--- config.mk ---
export PLATFORM = sky130hd
export DESIGN_NAME = fighter_motion
export DESIGN_NICKNAME = d
export VERILOG_FILES = /design/src/rtl/fighter_pkg.sv /design/src/rtl/key_match.sv /design/src/rtl/fighter_motion.sv
export SDC_FILE = /design/constraint.sdc
export NUM_CORES = 1
export LEC_CHECK = 0
export BUFFER_PORTS_ARGS = -buffer_cell sky130_fd_sc_hd__buf_2
export CAP_MARGIN = 10
export CORE_ASPECT_RATIO = 1.4
export CORE_MARGIN = 2
export CORE_UTILIZATION = 30
export DETAILED_ROUTE_END_ITERATION = 8
export HOLD_SLACK_MARGIN = 0.1
export PLACE_DENSITY = 0.48
export SYNTH_ARGS = -nofsm -noshare
export SYNTH_HDL_FRONTEND = slang
export SYNTH_SLANG_ARGS = --single-unit
--- constraint.sdc ---
create_clock -name frame_clk -period 4.9 [get_ports frame_clk]
set_clock_uncertainty 0.15 [all_clocks]
set_input_delay 1.47 -clock frame_clk [delete_from_list [all_inputs] [get_ports frame_clk]]
set_output_delay 1.47 -clock frame_clk [all_outputs]
set_load 0.005 [all_outputs]
--- src/rtl/fighter_pkg.sv ---
// Shared types and constants for the fighter movement controllers.
package fighter_pkg;

  typedef enum logic [1:0] {GROUND, CROUCH, AIR, LAND} state_e;

  // Stage geometry (sprite top-left coordinates)
  localparam int GROUND_Y = 170;
  localparam int X_MIN    = 10;
  localparam int X_MAX    = 629;

  // Player 1 controls: keypad-style codes
  localparam logic [7:0] P1_KEY_L = 8'h0d;
  localparam logic [7:0] P1_KEY_R = 8'h0f;
  localparam logic [7:0] P1_KEY_D = 8'h0e;
  localparam logic [7:0] P1_KEY_U = 8'h0c;

  // Player 2 controls: A / D / S / W
  localparam logic [7:0] P2_KEY_L = 8'h04;
  localparam logic [7:0] P2_KEY_R = 8'h07;
  localparam logic [7:0] P2_KEY_D = 8'h16;
  localparam logic [7:0] P2_KEY_U = 8'h1a;

  // Zero a walk step that heads toward the opponent while too close.
  function automatic logic signed [11:0] gap_gate(input logic signed [11:0] walk,
                                                  input logic face_left,
                                                  input logic blocked);
    logic fwd;
    fwd = face_left ? (walk < 12'sd0) : (walk > 12'sd0);
    return (fwd && blocked) ? 12'sd0 : walk;
  endfunction

endpackage

--- src/rtl/key_match.sv ---
// Scans NUM_KEYS keycode slots and flags which of NUM_CODES codes are held.
module key_match #(
  parameter int unsigned NUM_KEYS  = 4,
  parameter int unsigned NUM_CODES = 4
) (
  input  logic [NUM_KEYS-1:0][7:0]  keycode,
  input  logic [NUM_CODES-1:0][7:0] codes,
  output logic [NUM_CODES-1:0]      hit
);

  // A code is held if any non-empty slot carries it
  always_comb begin
    hit = '0;
    for (int unsigned c = 0; c < NUM_CODES; c++) begin
      for (int unsigned k = 0; k < NUM_KEYS; k++) begin
        if (codes[c] != 8'h00 && keycode[k] == codes[c]) hit[c] = 1'b1;
      end
    end
  end

endmodule

--- src/rtl/fighter_motion.sv ---
// Per-fighter movement controller: key decode, jump/gravity FSM, knockback,
// stage clamp and opponent gap. Optional air jump behind FIGHTER_DOUBLE_JUMP_EN.
module fighter_motion #(
  parameter int unsigned NUM_KEYS    = 4,
  parameter int          START_X     = 480,
  parameter int          GROUND_Y    = fighter_pkg::GROUND_Y,
  parameter int          X_MIN       = fighter_pkg::X_MIN,
  parameter int          X_MAX       = fighter_pkg::X_MAX,
  parameter int          SPRITE_W    = 125,
  parameter int          MIN_GAP     = 105,
  parameter bit          FACE_LEFT   = 1'b1,
  parameter int          WALK_SPEED  = 2,
  parameter int          JUMP_VEL    = 12,
  parameter int          GRAVITY     = 1,
  parameter int          LAND_FRAMES = 4,
  parameter logic [7:0]  KEY_L       = fighter_pkg::P1_KEY_L,
  parameter logic [7:0]  KEY_R       = fighter_pkg::P1_KEY_R,
  parameter logic [7:0]  KEY_D       = fighter_pkg::P1_KEY_D,
  parameter logic [7:0]  KEY_U       = fighter_pkg::P1_KEY_U
) (
  input  logic                     frame_clk,
  input  logic                     Reset,
  input  logic [NUM_KEYS-1:0][7:0] keycode,
  input  logic                     GamePlaying,
  input  logic signed [31:0]       XDist,
  input  logic signed [31:0]       Knockback,
  output logic [9:0]               PosX,
  output logic [9:0]               PosY,
  output logic                     Jumping,
  output logic                     Crouching,
  output logic                     MoveLeft,
  output logic                     MoveRight,
  output logic                     Landing
);

  import fighter_pkg::*;

  localparam logic signed [11:0] WALK_S = 12'(WALK_SPEED);
  localparam logic signed [11:0] JUMP_S = 12'(JUMP_VEL);
  localparam logic signed [11:0] GRAV_S = 12'(GRAVITY);
  localparam logic signed [11:0] Y_GND_S = 12'(GROUND_Y);
  localparam logic signed [11:0] X_LO_S = 12'(X_MIN);
  localparam logic signed [11:0] X_HI_S = 12'(X_MAX - SPRITE_W);

  logic [3:0] key_hit;
  logic       key_l, key_r, key_d, key_u;
  logic       gap_block;

  state_e             state_q, state_d;
  logic [9:0]         pos_x_q, pos_x_d, pos_y_q, pos_y_d;
  logic signed [11:0] vy_q, vy_d, air_vx_q, air_vx_d;
  logic [7:0]         lag_q, lag_d;
  logic               move_l_q, move_l_d, move_r_q, move_r_d;
  logic signed [11:0] key_walk, walk, kb_sat, x_sum, y_sum;

`ifdef FIGHTER_DOUBLE_JUMP_EN
  logic u_prev_q, air_jumps_q, air_jumps_d;
`endif

  key_match #(
    .NUM_KEYS  (NUM_KEYS),
    .NUM_CODES (4)
  ) u_key_match (
    .keycode (keycode),
    .codes   ({KEY_U, KEY_D, KEY_R, KEY_L}),
    .hit     (key_hit)
  );

  assign key_l     = key_hit[0];
  assign key_r     = key_hit[1];
  assign key_d     = key_hit[2];
  assign key_u     = key_hit[3];
  assign gap_block = (XDist <= MIN_GAP);

  // Saturate knockback so the 12-bit position sum can never wrap
  always_comb begin
    if (Knockback > 32'sd1023)       kb_sat = 12'sd1023;
    else if (Knockback < -32'sd1024) kb_sat = -12'sd1024;
    else                             kb_sat = Knockback[11:0];
  end

  // State register; reset lands the fighter on the ground at its start column
  always_ff @(posedge frame_clk or posedge Reset) begin
    if (Reset) begin
      state_q     <= GROUND;
      pos_x_q     <= 10'(START_X);
      pos_y_q     <= 10'(GROUND_Y);
      vy_q        <= '0;
      air_vx_q    <= '0;
      lag_q       <= '0;
      move_l_q    <= 1'b0;
      move_r_q    <= 1'b0;
`ifdef FIGHTER_DOUBLE_JUMP_EN
      u_prev_q    <= 1'b0;
      air_jumps_q <= 1'b0;
`endif
    end else begin
      state_q     <= state_d;
      pos_x_q     <= pos_x_d;
      pos_y_q     <= pos_y_d;
      vy_q        <= vy_d;
      air_vx_q    <= air_vx_d;
      lag_q       <= lag_d;
      move_l_q    <= move_l_d;
      move_r_q    <= move_r_d;
`ifdef FIGHTER_DOUBLE_JUMP_EN
      u_prev_q    <= key_u;
      air_jumps_q <= air_jumps_d;
`endif
    end
  end

  // Next-state: FSM transitions, vertical motion, then horizontal sum and clamp
  always_comb begin
    state_d  = state_q;
    pos_x_d  = pos_x_q;
    pos_y_d  = pos_y_q;
    vy_d     = vy_q;
    air_vx_d = air_vx_q;
    lag_d    = lag_q;
    walk     = 12'sd0;
    x_sum    = 12'sd0;
    y_sum    = $signed({2'b00, pos_y_q}) + vy_q;
`ifdef FIGHTER_DOUBLE_JUMP_EN
    air_jumps_d = air_jumps_q;
`endif

    if (key_l && !key_r)      key_walk = -WALK_S;
    else if (key_r && !key_l) key_walk = WALK_S;
    else                      key_walk = 12'sd0;

    if (GamePlaying) begin
      unique case (state_q)
        GROUND: begin
          if (key_u) begin
            state_d  = AIR;
            vy_d     = -JUMP_S;
            air_vx_d = key_walk;  // drift speed is frozen for the whole jump
`ifdef FIGHTER_DOUBLE_JUMP_EN
            air_jumps_d = 1'b1;
`endif
          end else if (key_d) begin
            state_d = CROUCH;
          end else begin
            walk = gap_gate(key_walk, FACE_LEFT, gap_block);
          end
        end
        CROUCH: begin
          if (!key_d) state_d = GROUND;
        end
        AIR: begin
          walk = gap_gate(air_vx_q, FACE_LEFT, gap_block);
          if (y_sum >= Y_GND_S) begin
            pos_y_d = 10'(GROUND_Y);
            vy_d    = 12'sd0;
            state_d = LAND;
            lag_d   = 8'(LAND_FRAMES - 1);
          end else begin
            pos_y_d = 10'(y_sum);
            vy_d    = vy_q + GRAV_S;
`ifdef FIGHTER_DOUBLE_JUMP_EN
            if (key_u && !u_prev_q && air_jumps_q) begin
              vy_d        = -JUMP_S;
              air_jumps_d = 1'b0;
            end
`endif
          end
        end
        LAND: begin
          if (lag_q == 8'd0) state_d = GROUND;
          else               lag_d   = lag_q - 8'd1;
        end
        default: state_d = GROUND;
      endcase

      x_sum = $signed({2'b00, pos_x_q}) + walk + kb_sat;
      if (x_sum < X_LO_S)      pos_x_d = 10'(X_LO_S);
      else if (x_sum > X_HI_S) pos_x_d = 10'(X_HI_S);
      else                     pos_x_d = 10'(x_sum);
    end

    move_l_d = walk < 12'sd0;
    move_r_d = walk > 12'sd0;
  end

  // Outputs: position and pose flags straight from registered state
  always_comb begin
    PosX      = pos_x_q;
    PosY      = pos_y_q;
    Jumping   = (state_q == AIR);
    Crouching = (state_q == CROUCH);
    Landing   = (state_q == LAND);
    MoveLeft  = move_l_q;
    MoveRight = move_r_q;
  end

endmodule

==> key figures, run 1 <==
Outcome
  • Status: complete, but fails checks
  • Failing checks: negative setup slack

Global route
  • Largest net degree at the start of global routing: 32
  • Initial antenna violation count: 0
  • Gr usage total: 18.3%
  • Grt total ovfl: 0
  • First-pass GRT wire length: 22.7 mm
  • Vias in the first global route: 4780

STA
  • Min cycle time layout: 5720 ps
  • Final setup vio count: 9
  • RSZ-0062 raised after global routing: yes
  • Worst Tran Pin Value: 699 ps
  • Fin crit share: 117%
  • Final hold violations: 0
  • Slew headroom: 53.3%
  • Fin Setup TNS: -6290 ps
  • Final Max Slew Viols: 0
  • Worst setup margin: -819 ps
  • Fmax: 175 MHz

Cells and area
  • Final nets: 838
  • Fin area: 6000 µm²
  • Antenna diode count: 0
  • Synth-to-layout area growth: 41.3%
  • Layout cells sized above 1: 38.9%
  • Filler Cell Count: 1422
  • Area of the multi-input gates: 3110 µm²
  • Sequential cell area: 1160 µm²

Clock tree
  • CTS buffer count: 5
  • CTS tree: built
  • Max clock buf depth: 2
  • H-tree depth: 2
  • Sink Count: 46
  • Clock Latency Late Sink: 290 ps
  • Register clock-pin slew on the reported worst setup and hold paths: 70 ps
  • Root Driver: clkbuf_16

Pwr
  • VDD IR max: 370 µV
  • Psw: 0.00175 W
  • Cell Pwr Density: 616 nW/µm²
  • Sequential cell fraction of total power: 19.1%
  • Sw Share: 47.3%
  • Clock Power Share: 9.7%
  • P_leak: 2.80 nW
  • P_int: 0.00195 W
  • Comb power frac: 71.2%

Synth
  • Cell count after synthesis: 515
  • Synth Net Count: 652
  • Adder and majority gate portion of the synthesized area: 13.1%
  • Register area share after synthesis: 27.3%
  • Post-synth ARST share: 100%
  • Mux share of post-synthesis cell area: 0.265%
  • Top cell type's share of synthesized area: 22.4%
  • XOR/XNOR Fraction of Synth Area: 3.48%
  • Top cells by area, synth: dfrtp_1 (22%), ha_1 (8.0%), nor2_1 (5.7%), fa_1 (5.2%), dfstp_2 (4.9%)
  • Post-Syn Area: 4250 µm²
  • Synth Area in Simple Gates: 25.4%
  • Flops & latches, synth: 46
  • Commonest cells post-synth: nor2_1 (65), inv_1 (47), a21oi_1 (39)
  • Largest family of logic cells by synthesized area: simple AND/OR/NAND/NOR gates
  • Yosys cell types: 84
  • Ys flop type: dfrtp_1
  • Synth Area per Inst: 8.25 µm²
  • Post-synth EDFFs: 0
  • Area fraction in compound gates after synthesis: 24.3%
  • Cell taking the most area after synthesis: dfrtp_1
  • Yosys warnings: 0
  • Most common cell in the synthesized netlist: nor2_1

Setup path
  • Critical Path AT: 5730 ps
  • Crit path capture type: register
  • Crit path depth: 22
  • Critical path required time: 4910 ps
  • Worst-path fanout max: 6
  • Worst path slowest cell: fa_1
  • Buf+Inv Stages, Crit Path: 5
  • Worst setup startpoint: keycode[28]
  • FF-to-FF Start: state_q[1]
  • Critical path type: in2reg
  • Worst Setup EP: PosX[0]
  • Startpoint types: primary input
  • Reg-to-Reg End: PosX[0]
  • Slowest stage delay, CP: 560 ps
  • Top delay family on crit path: simple AND/OR/NAND/NOR gates
  • Reg-to-reg slack, setup: 560 ps
  • CP Cell Sequence: buf_6 > and4bb_1 > and2_4 > nand2_2 > o221a_4 > inv_4 > ha_4 > nand2_4 > o31ai_4 > and2_4 > clkinvlp_4 > fa_1 > inv_1 > ha_4 > nand3_4 > o211ai_1 > o31a_1 > o31ai_4 > or4_1 > o211ai_1 > buf_4 > o32ai_1
  • R2R cell count: 20

Floorplanning
  • Initial core utilization: 30.7%
  • Die extent in y: 145 µm
  • Die Area: 15100 µm²
  • Die X: 105 µm
  • Core area: 13800 µm²
  • Top Ports: 124
  • # rows: 51

Run
  • Max Cap Violations: 0

Routing
  • Via-per-instance ratio: 5.13
  • DRT Pass-1 Iters: 5
  • Final WL: 13.4 mm
  • Vias: 4547
  • Average wire per standard cell: 15.1 µm
  • ANT nets after route: 0
  • DRC: 0
  • Initial drt markers: 149

Hold path
  • Worst min path class: reg2reg

Placement
  • Dpl ws: -1370 ps
  • Placed instance area: 5650 µm²
  • PortBufs: 122
  • Final HPWL DP: 10.7 mm
  • Gp weighted congestion: 0.909
==> worst min-delay path: stages (launching register included) <==
cell and delay [ps]:
dfrtp_1 340, nand2_1 50, o21ai_0 60
==> cells by family (layout without fill, tap and decap cells) <==
| family | after synthesis | after routing |
|---|---|---|
| xor+xnor | 16 | 16 |
| flops | 46 | 46 |
| simple gates | 207 | 207 |
| buf+inv | 64 | 251 |
| compound gates | 143 | 143 |
| mux | 1 | 1 |
| fa+ha+maj | 38 | 38 |
==> how the worst min path moves through the flow <==
stage | to | slack, ps | startpoint | cells after the start
5_1_grt | lag_q[0] | 360 | lag_q[0] | 1
2_1_floorplan | air_vx_q[1] | 300 | air_vx_q[1] | 2
3_3_place_gp | air_vx_q[1] | 320 | air_vx_q[1] | 2
3_5_place_dp | air_vx_q[1] | 320 | air_vx_q[1] | 2
6_report | air_vx_q[1] | 340 | air_vx_q[1] | 2
4_1_cts | air_vx_q[1] | 340 | air_vx_q[1] | 2
==> stage by stage <==
step	utilization, %	instances	power, W	hold slack [ps]
final	43.3	887	0.00369	339
after floorplan	-	515	0.00230	300
after global placement	40.8	877	0.00312	322
after CTS	42.8	886	0.00365	342
after detailed placement	40.8	877	0.00315	325
after global routing	43.3	887	0.00407	363
==> repair_timing <==
item / 4_1_cts / 5_1_grt
endpoints found under the setup margin: 9 / 9
pin swaps: 20 / 9
hold buffers: 0 / 0
buffers inserted: 2 / 1
resized for setup: 21 / 14
==> cell usage in the layout (no fill, tap or decap), types with 5 or more instances in the layout <==
master	count
clkbuf_16	5
dfrtp_1	38
nor2_1	64
ha_1	20
buf_4	72
and2_1	5
a21oi_1	36
nor2b_1	5
fa_1	10
inv_1	41
nor4_1	16
xor2_1	11
dfstp_2	8
nor3_1	5
buf_2	121
nor3_2	5
a21o_1	6
o21ai_0	25
nand3_1	19
o22ai_1	8
ha_4	5
nand4_1	13
o211ai_1	6
nand2_1	33
==> sequential cells by signal, summed over array words and instances (netlist names) <==
register and flops:
vy_q 12, PosX 10, PosY 10, lag_q 8, air_vx_q 2, state_q 2
MoveLeft 1, MoveRight 1
==> cell type report <==
cell class                 instances  share of cell area [%]
multi-input combinational        405                    51.8
timing repair buffer             195                    19.5
sequential                        46                    19.3
tap                              185                    3.86
inverter                          48                    3.11
clock buffer                       7                    2.38
clock inverter                     1                  0.0834
==> layer usage <==
layer / track usage, % / wire, µm / vias up
met1: 20.3 / 5370 / 2168
met4: 5.62 / 303 / 0
met2: 36.2 / 7350 / 93
met5: 0 / 0 / -
met3: 2.15 / 386 / 26
li1: - / - / 2260
==> power by group through the flow <==
stage / sequential (W) / combinational [W] / clock (W)
after floorplan: 0.000669 / 0.00163 / 0
after global placement: 0.000703 / 0.00242 / 0
after detailed placement: 0.000708 / 0.00245 / 0
after CTS: 0.000703 / 0.00258 / 0.000373
after global routing: 0.000730 / 0.00296 / 0.000385
final: 0.000704 / 0.00263 / 0.000360
Power figures use the tool's default switching activity.
==> run 2: changes to the inputs <==
Settings changed: CORE_UTILIZATION 30 to 50, PLACE_DENSITY 0.48 to 0.74, SKIP_LAST_GASP set to 1.
==> run 2 against run 1 <==
The run still ends with negative setup slack left. Wire length up 0.34%. Clock-buffer cell count fell by 2. Sequential power is essentially flat. Worst setup slack lost 190 ps. Die area decreased by 39%. First-iteration DRC count increased by 9.4%. Largest cell class unchanged. Critical path type unchanged.
==> key figures, run 2 (synthesis results as in run 1) <==
STA
  • Worst setup margin: -1010 ps (-187 ps)
  • RSZ-0062 raised after global routing: yes
  • Final hold violations: 0 (unchanged)
  • Fmax: 169 MHz (-3.2%)
  • Final Max Slew Viols: 0 (unchanged)
  • Slew headroom: 42.1% (-11 points)
  • Worst Tran Pin Value: 859 ps (+160 ps)
  • Final setup vio count: 9 (unchanged)
  • Min cycle time layout: 5910 ps (+187 ps)
  • Fin crit share: 121% (+3.8 points)

Routing
  • DRC: 0 (unchanged)
  • Average wire per standard cell: 16.6 µm (+9.9%)
  • Initial drt markers: 163 (+9.4%)
  • ANT nets after route: 0 (unchanged)
  • Vias: 4727 (+4.0%)
  • DRT Pass-1 Iters: 5 (unchanged)
  • Via-per-instance ratio: 5.84 (+14%)
  • Final WL: 13.5 mm (+0.34%)

Pwr
  • P_leak: 2.85 nW (+1.7%)
  • VDD IR max: 501 µV (+35%)
  • Cell Pwr Density: 649 nW/µm² (+5.5%)

Setup path
  • Critical path type: in2reg
  • R2R cell count: 19 (-5.0%)
  • Worst-path fanout max: 5 (-1)
  • Most frequent CP cell: buf_4
  • Critical Path AT: 5920 ps (+190 ps)
  • Startpoint types: primary input
  • Critical path required time: 4910 ps (about the same)
  • Crit path capture type: register
  • Buf+Inv Stages, Crit Path: 8 (+3)
  • Worst path slowest cell: or4_1
  • Reg-to-Reg End: PosX[0]
  • Reg-to-reg slack, setup: 210 ps (-350 ps)
  • FF-to-FF Start: state_q[1]
  • Top delay family on crit path: simple AND/OR/NAND/NOR gates
  • Slowest stage delay, CP: 590 ps (+30 ps)

Clock tree
  • Max clock buf depth: 2 (unchanged)
  • Sink Count: 46 (unchanged)
  • CTS tree: built
  • Clock Latency Late Sink: 290 ps (about the same)
  • Register clock-pin slew on the reported worst setup and hold paths: 70 ps (about the same)
  • Hold buffer count at cts: 0 (unchanged)
  • Root Driver: clkbuf_16
  • CTS buffer count: 5 (unchanged)
  • H-tree depth: 2 (unchanged)

Placement
  • PortBufs: 122 (unchanged)
  • Dpl ws: -1300 ps (+68.4 ps)
  • Final HPWL DP: 9.56 mm (-11%)
  • Gp weighted congestion: 0.853 (-6.2%)

Hold path
  • Hold Path Origin: air_vx_q[1]
  • Worst hold endpoint: air_vx_q[1]
  • Hold path cells: 2 (unchanged)
  • Worst min path class: reg2reg

Cells and area
  • Most common cell after layout, fill and taps aside: buf_2
  • Final nets: 844 (+0.72%)
  • Largest Register: vy_q
  • Commonest non-fill, non-tap cells in the layout: buf_2 (120), buf_4 (76), nor2_1 (64)
  • Layout cells sized above 1: 41.1% (+2.2 points)
  • Synth-to-layout area growth: 42.5%
  • Antenna diode count: 0 (unchanged)
  • Final Util: 73.8% (+30 points)
  • Max FFs per register: 12 (unchanged)

Floorplanning
  • Core area: 8200 µm² (-41%)
  • Initial core utilization: 51.8% (+21 points)
  • Die extent in y: 113 µm (-22%)
  • Die X: 81.9 µm (-22%)
  • # rows: 39 (-24%)
  • Die Area: 9260 µm² (-39%)
  • Top Ports: 124 (unchanged)

Run
  • Max Cap Violations: 0 (unchanged)

Outcome
  • Failing checks: negative setup slack
  • Status: complete, but fails checks

Global route
  • Gr usage total: 28.0% (+9.7 points)
  • Vias in the first global route: 4767 (-0.27%)
  • Grt total ovfl: 0 (unchanged)
  • Met3 global-route usage: 4.15% (+2.0 points)
  • Grt peak-use layer: met2
  • M2 GR Usage: 54.7% (+18 points)
  • Initial antenna violation count: 0 (unchanged)
  • Largest net degree at the start of global routing: 47 (+47%)
  • Met1 GRT Util: 30.3% (+10 points)
  • First-pass GRT wire length: 20.8 mm (-8.3%)
-- run 2: through the flow --
stage	std cells	TNS, ps	power (W)	area [µm²]	hold WS, ps
final	810	-7340	0.00393	6050	335
after global routing	810	-8570	0.00424	6050	387
after CTS	802	-6530	0.00366	5810	338
after detailed placement	787	-10790	0.00306	5500	323
after global placement	787	-9940	0.00297	5500	318
after floorplan	515	-8420	0.00230	4350	300
-- run 2: how the worst max path moves through the flow --
| stage | endpoint | slack, ps | cells past startpoint | startpoint |
|---|---|---|---|---|
| 3_5_place_dp | PosX[3] | -1300 | 22 | keycode[29] |
| 6_report | PosX[0] | -1010 | 25 | keycode[29] |
| 5_1_grt | PosX[2] | -1130 | 22 | keycode[27] |
| 4_1_cts | PosX[2] | -830 | 23 | keycode[28] |
| 3_3_place_gp | PosX[3] | -1210 | 23 | keycode[29] |
| 2_1_floorplan | PosX[0] | -970 | 21 | keycode[29] |
-- run 2: power breakdown --
| part | switching, W | internal, W | total (W) |
|---|---|---|---|
| Clock | 0.000158 | 0.000242 | 0.000400 |
| Sequential | 0.000157 | 0.000549 | 0.000706 |
| Combinational | 0.00155 | 0.00127 | 0.00282 |
-- run 2: layout make-up --
class | count | area [µm²]
Tap cell | 102 | 128
Clock buffer | 5 | 125
Multi-Input combinational cell | 405 | 3170
Fill cell | 613 | 2150
Sequential cell | 46 | 1160
Clock inverter | 3 | 43.8
Timing Repair Buffer | 201 | 1240
Inverter | 48 | 184
-- run 2: per-layer routing --
layer	vias to the layer above	wire (µm)
met2	125	7530
met5	-	0
met4	0	332
li1	2265	-
met3	30	525
met1	2307	5070
-- run 2: tightest hold or removal path: cells and delay by family, from the launching register on --
family	cells	cell delay, ps
flip-flops	1	340
AO/OA/AOI/OAI	1	60
AND/OR/NAND/NOR	1	40
-- run 2: timing repair --
item,in CTS,in global routing
setup buffers,7,8
pin swaps,16,17
gates cloned,0,0
setup endpoints to repair,9,9
gates resized for setup,17,32
